===== src/rtl/alu_x_result_collector.sv =====
// Result collector for the alu_x pipeline: FWFT result buffer plus issue credits.
// Optional tag sequence check enabled by ALU_X_COLLECTOR_TAG_CHECK_EN.
module alu_x_result_collector #(
    parameter int DEPTH = 16
) (
    input  logic                         clock,
    input  logic                         reset,
    input  logic                         issue,
    output logic                         credit_ok,
    input  logic                         res_valid,
    input  logic [31:0]                  accumulate,
    input  logic [1:0]                   mode_out,
    input  logic                         operation_out,
    input  logic                         NatLogFlag_iter,
    input  logic [7:0]                   InsTagXOut,
    output logic                         out_valid,
    input  logic                         out_ready,
    output logic [31:0]                  out_data,
    output logic [1:0]                   out_mode,
    output logic                         out_operation,
    output logic                         out_natlog,
    output logic [7:0]                   out_tag,
    output logic [$clog2(DEPTH+1)-1:0]   count,
    output logic                         proto_err,
    output logic                         tag_error
);

    localparam int CW = $clog2(DEPTH+1);
    localparam int AW = $clog2(DEPTH);

    typedef struct packed {
        logic [31:0] data;
        logic [1:0]  mode;
        logic        op;
        logic        nat;
        logic [7:0]  tag;
    } entry_t;

    entry_t        mem_q [DEPTH];
    logic [CW-1:0] count_q, count_d;
    logic [CW-1:0] inflight_q, inflight_d;
    logic [AW-1:0] rd_ptr_q, rd_ptr_d;
    logic [AW-1:0] wr_ptr_q, wr_ptr_d;
    logic          proto_err_q, proto_err_d;
    logic [CW:0]   used;
    logic          full, pop, wr_en, issue_ok, rsp_ok;
    entry_t        head;

    always_comb begin
        used      = {1'b0, inflight_q} + {1'b0, count_q};
        credit_ok = used < (CW+1)'(DEPTH);
        full      = count_q == CW'(DEPTH);
        out_valid = count_q != '0;
        pop       = out_valid & out_ready;
        // A full buffer only takes a new result when the head leaves the same cycle
        wr_en     = res_valid & (~full | pop);
        issue_ok  = issue & credit_ok;
        rsp_ok    = res_valid & (inflight_q != '0);

        inflight_d = inflight_q;
        if (issue_ok && !rsp_ok)
            inflight_d = inflight_q + CW'(1);
        else if (!issue_ok && rsp_ok)
            inflight_d = inflight_q - CW'(1);

        count_d = count_q;
        if (wr_en && !pop)
            count_d = count_q + CW'(1);
        else if (!wr_en && pop)
            count_d = count_q - CW'(1);

        wr_ptr_d = wr_en ? wr_ptr_q + AW'(1) : wr_ptr_q;
        rd_ptr_d = pop ? rd_ptr_q + AW'(1) : rd_ptr_q;

        proto_err_d = proto_err_q
                    | (issue & ~credit_ok)
                    | (res_valid & (inflight_q == '0))
                    | (res_valid & full & ~pop);
    end

    always_ff @(posedge clock or negedge reset) begin
        if (!reset) begin
            count_q     <= '0;
            inflight_q  <= '0;
            rd_ptr_q    <= '0;
            wr_ptr_q    <= '0;
            proto_err_q <= 1'b0;
        end else begin
            count_q     <= count_d;
            inflight_q  <= inflight_d;
            rd_ptr_q    <= rd_ptr_d;
            wr_ptr_q    <= wr_ptr_d;
            proto_err_q <= proto_err_d;
        end
    end

    always_ff @(posedge clock) begin
        if (wr_en)
            mem_q[wr_ptr_q] <= '{accumulate, mode_out, operation_out,
                                 NatLogFlag_iter, InsTagXOut};
    end

    always_comb begin
        head          = mem_q[rd_ptr_q];
        out_data      = head.data;
        out_mode      = head.mode;
        out_operation = head.op;
        out_natlog    = head.nat;
        out_tag       = head.tag;
        count         = count_q;
        proto_err     = proto_err_q;
    end

`ifdef ALU_X_COLLECTOR_TAG_CHECK_EN
    logic [7:0] expected_tag_q, expected_tag_d;
    logic       tag_error_q, tag_error_d;

    // Resync to the observed tag so one gap raises a single error
    always_comb begin
        expected_tag_d = wr_en ? InsTagXOut + 8'd1 : expected_tag_q;
        tag_error_d    = tag_error_q
                       | (wr_en & (InsTagXOut != expected_tag_q));
    end

    always_ff @(posedge clock or negedge reset) begin
        if (!reset) begin
            expected_tag_q <= 8'h00;
            tag_error_q    <= 1'b0;
        end else begin
            expected_tag_q <= expected_tag_d;
            tag_error_q    <= tag_error_d;
        end
    end

    assign tag_error = tag_error_q;
`else
    assign tag_error = 1'b0;
`endif

endmodule


===== config.mk =====
export PLATFORM = sky130hd
export DESIGN_NAME = alu_x_result_collector
export DESIGN_NICKNAME = d
export VERILOG_FILES = /design/src/rtl/alu_x_result_collector.sv
export SDC_FILE = /design/constraint.sdc
export NUM_CORES = 1
export LEC_CHECK = 0
export BUFFER_PORTS_ARGS = -buffer_cell sky130_fd_sc_hd__clkbuf_2
export CORE_AREA = 2 2 266 268
export CTS_CLUSTER_SIZE = 40
export DETAILED_ROUTE_END_ITERATION = 10
export DIE_AREA = 0 0 268 270
export GPL_ROUTABILITY_DRIVEN = 0
export PLACE_DENSITY_LB_ADDON = 0.1
export SKIP_CTS_REPAIR_TIMING = 1
export SYNTH_ARGS = -nofsm -noshare
export SYNTH_HDL_FRONTEND = slang
export SYNTH_SLANG_ARGS = --single-unit
export TNS_END_PERCENT = 30

===== constraint.sdc =====
create_clock -name clock -period 6.8 [get_ports clock]
set_input_delay 1.36 -clock clock [delete_from_list [all_inputs] [get_ports clock]]
set_output_delay 1.36 -clock clock [all_outputs]
set_load 0.01 [all_outputs]

==> results.sh <==
export IMPL_maxSlewHeadroom_pct=33.13
export IMPL_yosysSeqAreaShare_pct=78.25
export IMPL_yosysWarningCount=0
export IMPL_antenna_left=0
export IMPL_grt_first_pass_wirelength_um=92060
export IMPL_clock_sinks=723
export IMPL_status="completed"
export IMPL_drive_above_1_share_pct=30.74
export IMPL_critical_path_class="register to output pin"
export IMPL_io_pins=102
export IMPL_design_area_um2=31820
export IMPL_drc_errors=0
export IMPL_clk_pin_slew_ns=0.05
export IMPL_fillers=5845
export IMPL_min_period_over_period_pct=69.95
export IMPL_die_width_um=268
export IMPL_grtUsageTotal_pct=17.54
export IMPL_route_vias_total=12740
export IMPL_synthCells=1219
export IMPL_finalSetupViolations=0
export IMPL_finalPower_mw=13.64
export IMPL_syn_mean_instance_area_um2=22.66
export IMPL_drtIter0Drc=883
export IMPL_required_ns=5.44
export IMPL_grt_max_degree=65
export IMPL_wl_um=61960
export IMPL_multi_input_area_um2=5759
export IMPL_die_y_um=270
export IMPL_p_leak_nw=10.23
export IMPL_max_freq_ghz=0.2102
export IMPL_async_reset_ff_share_pct=2.628
export IMPL_max_cap_viol_count=0
export IMPL_hpwl_um=31960
export IMPL_synth_area_top_cells="edfxtp_1 77%, mux4_2 14%, a22oi_1 2.4%"
export IMPL_worst_pin_slew_ns=1.001
export IMPL_synthFlopType="edfxtp_1"
export IMPL_grt_pass1_vias=13780
export IMPL_synth_top_cell_area_share_pct=76.53
export IMPL_layout_commonest_cell="edfxtp_1"
export IMPL_antenna_found_initial=1
export IMPL_hold_class="register to register"
export IMPL_cts_tree="built"
export IMPL_start_util_pct=39.72
export IMPL_cts_root_buf="clkbuf_16"
export IMPL_routed_via_density=5.388
export IMPL_layout_common_cells="704 x edfxtp_1, 176 x mux4_2, 100 x clkbuf_2"
export IMPL_antenna_cells=0
export IMPL_cts_buffers=79
export IMPL_area_growth_pct=15.18
export IMPL_placementRows=97
export IMPL_ys_ff_latch=723
export IMPL_numPortBuffers=100
export IMPL_synth_nets=1287
export IMPL_ir_worst_vdd_v=0.0002222
export IMPL_placed_area_um2=29330
export IMPL_crit_path_start_kind="register"
export IMPL_seq_area_um2=21620
export IMPL_tns_ns=0
export IMPL_finalHoldViolCount=0
export IMPL_die_area_um2=72360
export IMPL_h_tree_depth=3
export IMPL_core_area_um2=69540
export IMPL_skew_ns=0.01480
export IMPL_clkLatencyLatePin_ns=0.61
export IMPL_synth_edff_count=704
export IMPL_end_kind="output pin"
export IMPL_power_density_nw_per_um2=428.8
export IMPL_post_drt_wl_per_cell_um=26.20
export IMPL_cts_max_path_buffers=3
export IMPL_fin_crit_ns=4.756
export IMPL_nNetsFinal=1430
export IMPL_drt_first_pass_iters=4
export IMPL_crit_fanout=41
export IMPL_synth_distinct_cells=40
export IMPL_grt_ovfl_total=0
export IMPL_maxSlewViolCount=0
export IMPL_rsz0062_at_grt="no"
export IMPL_critPathArrivalTime_ns=3.40
export IMPL_yosysTopAreaCell="edfxtp_1"
export IMPL_netlist_area_um2=27620
==> synthesized netlist by cell type, drive strengths merged (2+ instances only) <==
| master | count |
|---|---|
| mux2 | 3 |
| buf | 33 |
| xor2 | 3 |
| mux4 | 176 |
| and2 | 6 |
| fa | 2 |
| nor3 | 6 |
| a21o | 4 |
| o21ai | 11 |
| dfrtp | 19 |
| a21oi | 6 |
| xnor2 | 9 |
| o31ai | 2 |
| nand3 | 3 |
| edfxtp | 704 |
| a2111oi | 3 |
| nor2b | 2 |
| a22oi | 88 |
| clkbuf | 31 |
| or4 | 2 |
| nor2 | 10 |
| nand4 | 2 |
| ha | 17 |
| inv | 10 |
| nand2 | 55 |
| mux2i | 2 |
| nor4 | 4 |
==> critical path: stages, from the launching register on <==
cell and delay (ns):
dfrtp_4 1.02, buf_4 0.55, mux4_2 0.58, a22oi_1 0.30, nand2_1 0.13, clkbuf_2 0.15
==> flip-flops by register name, summed over array words and instances, names as in the netlist <==
register,flops
mem_q,704
count,5
inflight_q,5
rd_ptr_q,4
wr_ptr_q,4
proto_err,1
==> path summary, 6_finish.rpt <==
path,startpoint,to,slack [ns],cells after the start
max,rd_ptr_q[0],out_data[9],2.04,5
min,proto_err,proto_err,0.48,2
max reg2reg,count[2],inflight_q[4],3.21,11
min reg2reg,proto_err,proto_err,0.48,2
max in group asynchronous,reset,rd_ptr_q[1],5.68,1
min in group asynchronous,reset,count[2],0.72,1
==> where the power goes <==
group	switching [mW]	internal, mW	total (mW)	leakage (nW)
Clock	1.70	2.42	4.11	1.22
Combinational	2.14	1.67	3.81	2.43
Sequential	0.324	5.40	5.72	6.58
Total	4.16	9.49	13.6	10.2
==> logic make-up (layout without fill, tap and decap cells) <==
logic type / count (synthesis) / count (layout) / share of synthesized area [%]
flops: 723 / 723 / 78.25
buf+inv: 74 / 280 / 1.327
compound gates: 115 / 115 / 3.035
xor+xnor: 12 / 12 / 0.3805
simple gates: 94 / 94 / 1.531
mux: 181 / 181 / 14.54
fa+ha+maj: 19 / 19 / 0.9150
other cells: 1 / 1 / 0.01358
==> layer usage <==
| layer | global-route usage (%) | share of wire, % |
|---|---|---|
| met5 | 0 | 0.021 |
| met4 | 4.646 | 1.8 |
| met3 | 2.963 | 4.1 |
| met2 | 28.59 | 49 |
| met1 | 24.54 | 45 |
==> through the flow <==
step,cells,worst slack [ns],util [%],hold WS [ns]
floorplan,1219,0.4577,-,0.4897
global placement,2221,2.546,42.17,0.4604
detailed placement,2221,2.595,42.17,0.4678
CTS,2365,1.935,45.75,0.4813
global route,2365,1.780,45.75,0.5355
finish,2365,2.044,45.75,0.4804
==> final cells by class <==
cell class              count  area share (%)
multi-input cells         422           18.10
clock buffers             100           6.729
flip-flops and latches    723           67.96
inverters                  10          0.1180
clock inverters            44           1.089
well taps                 940           3.697
repair buffers            126           2.304
Power figures use the tool's default switching activity.
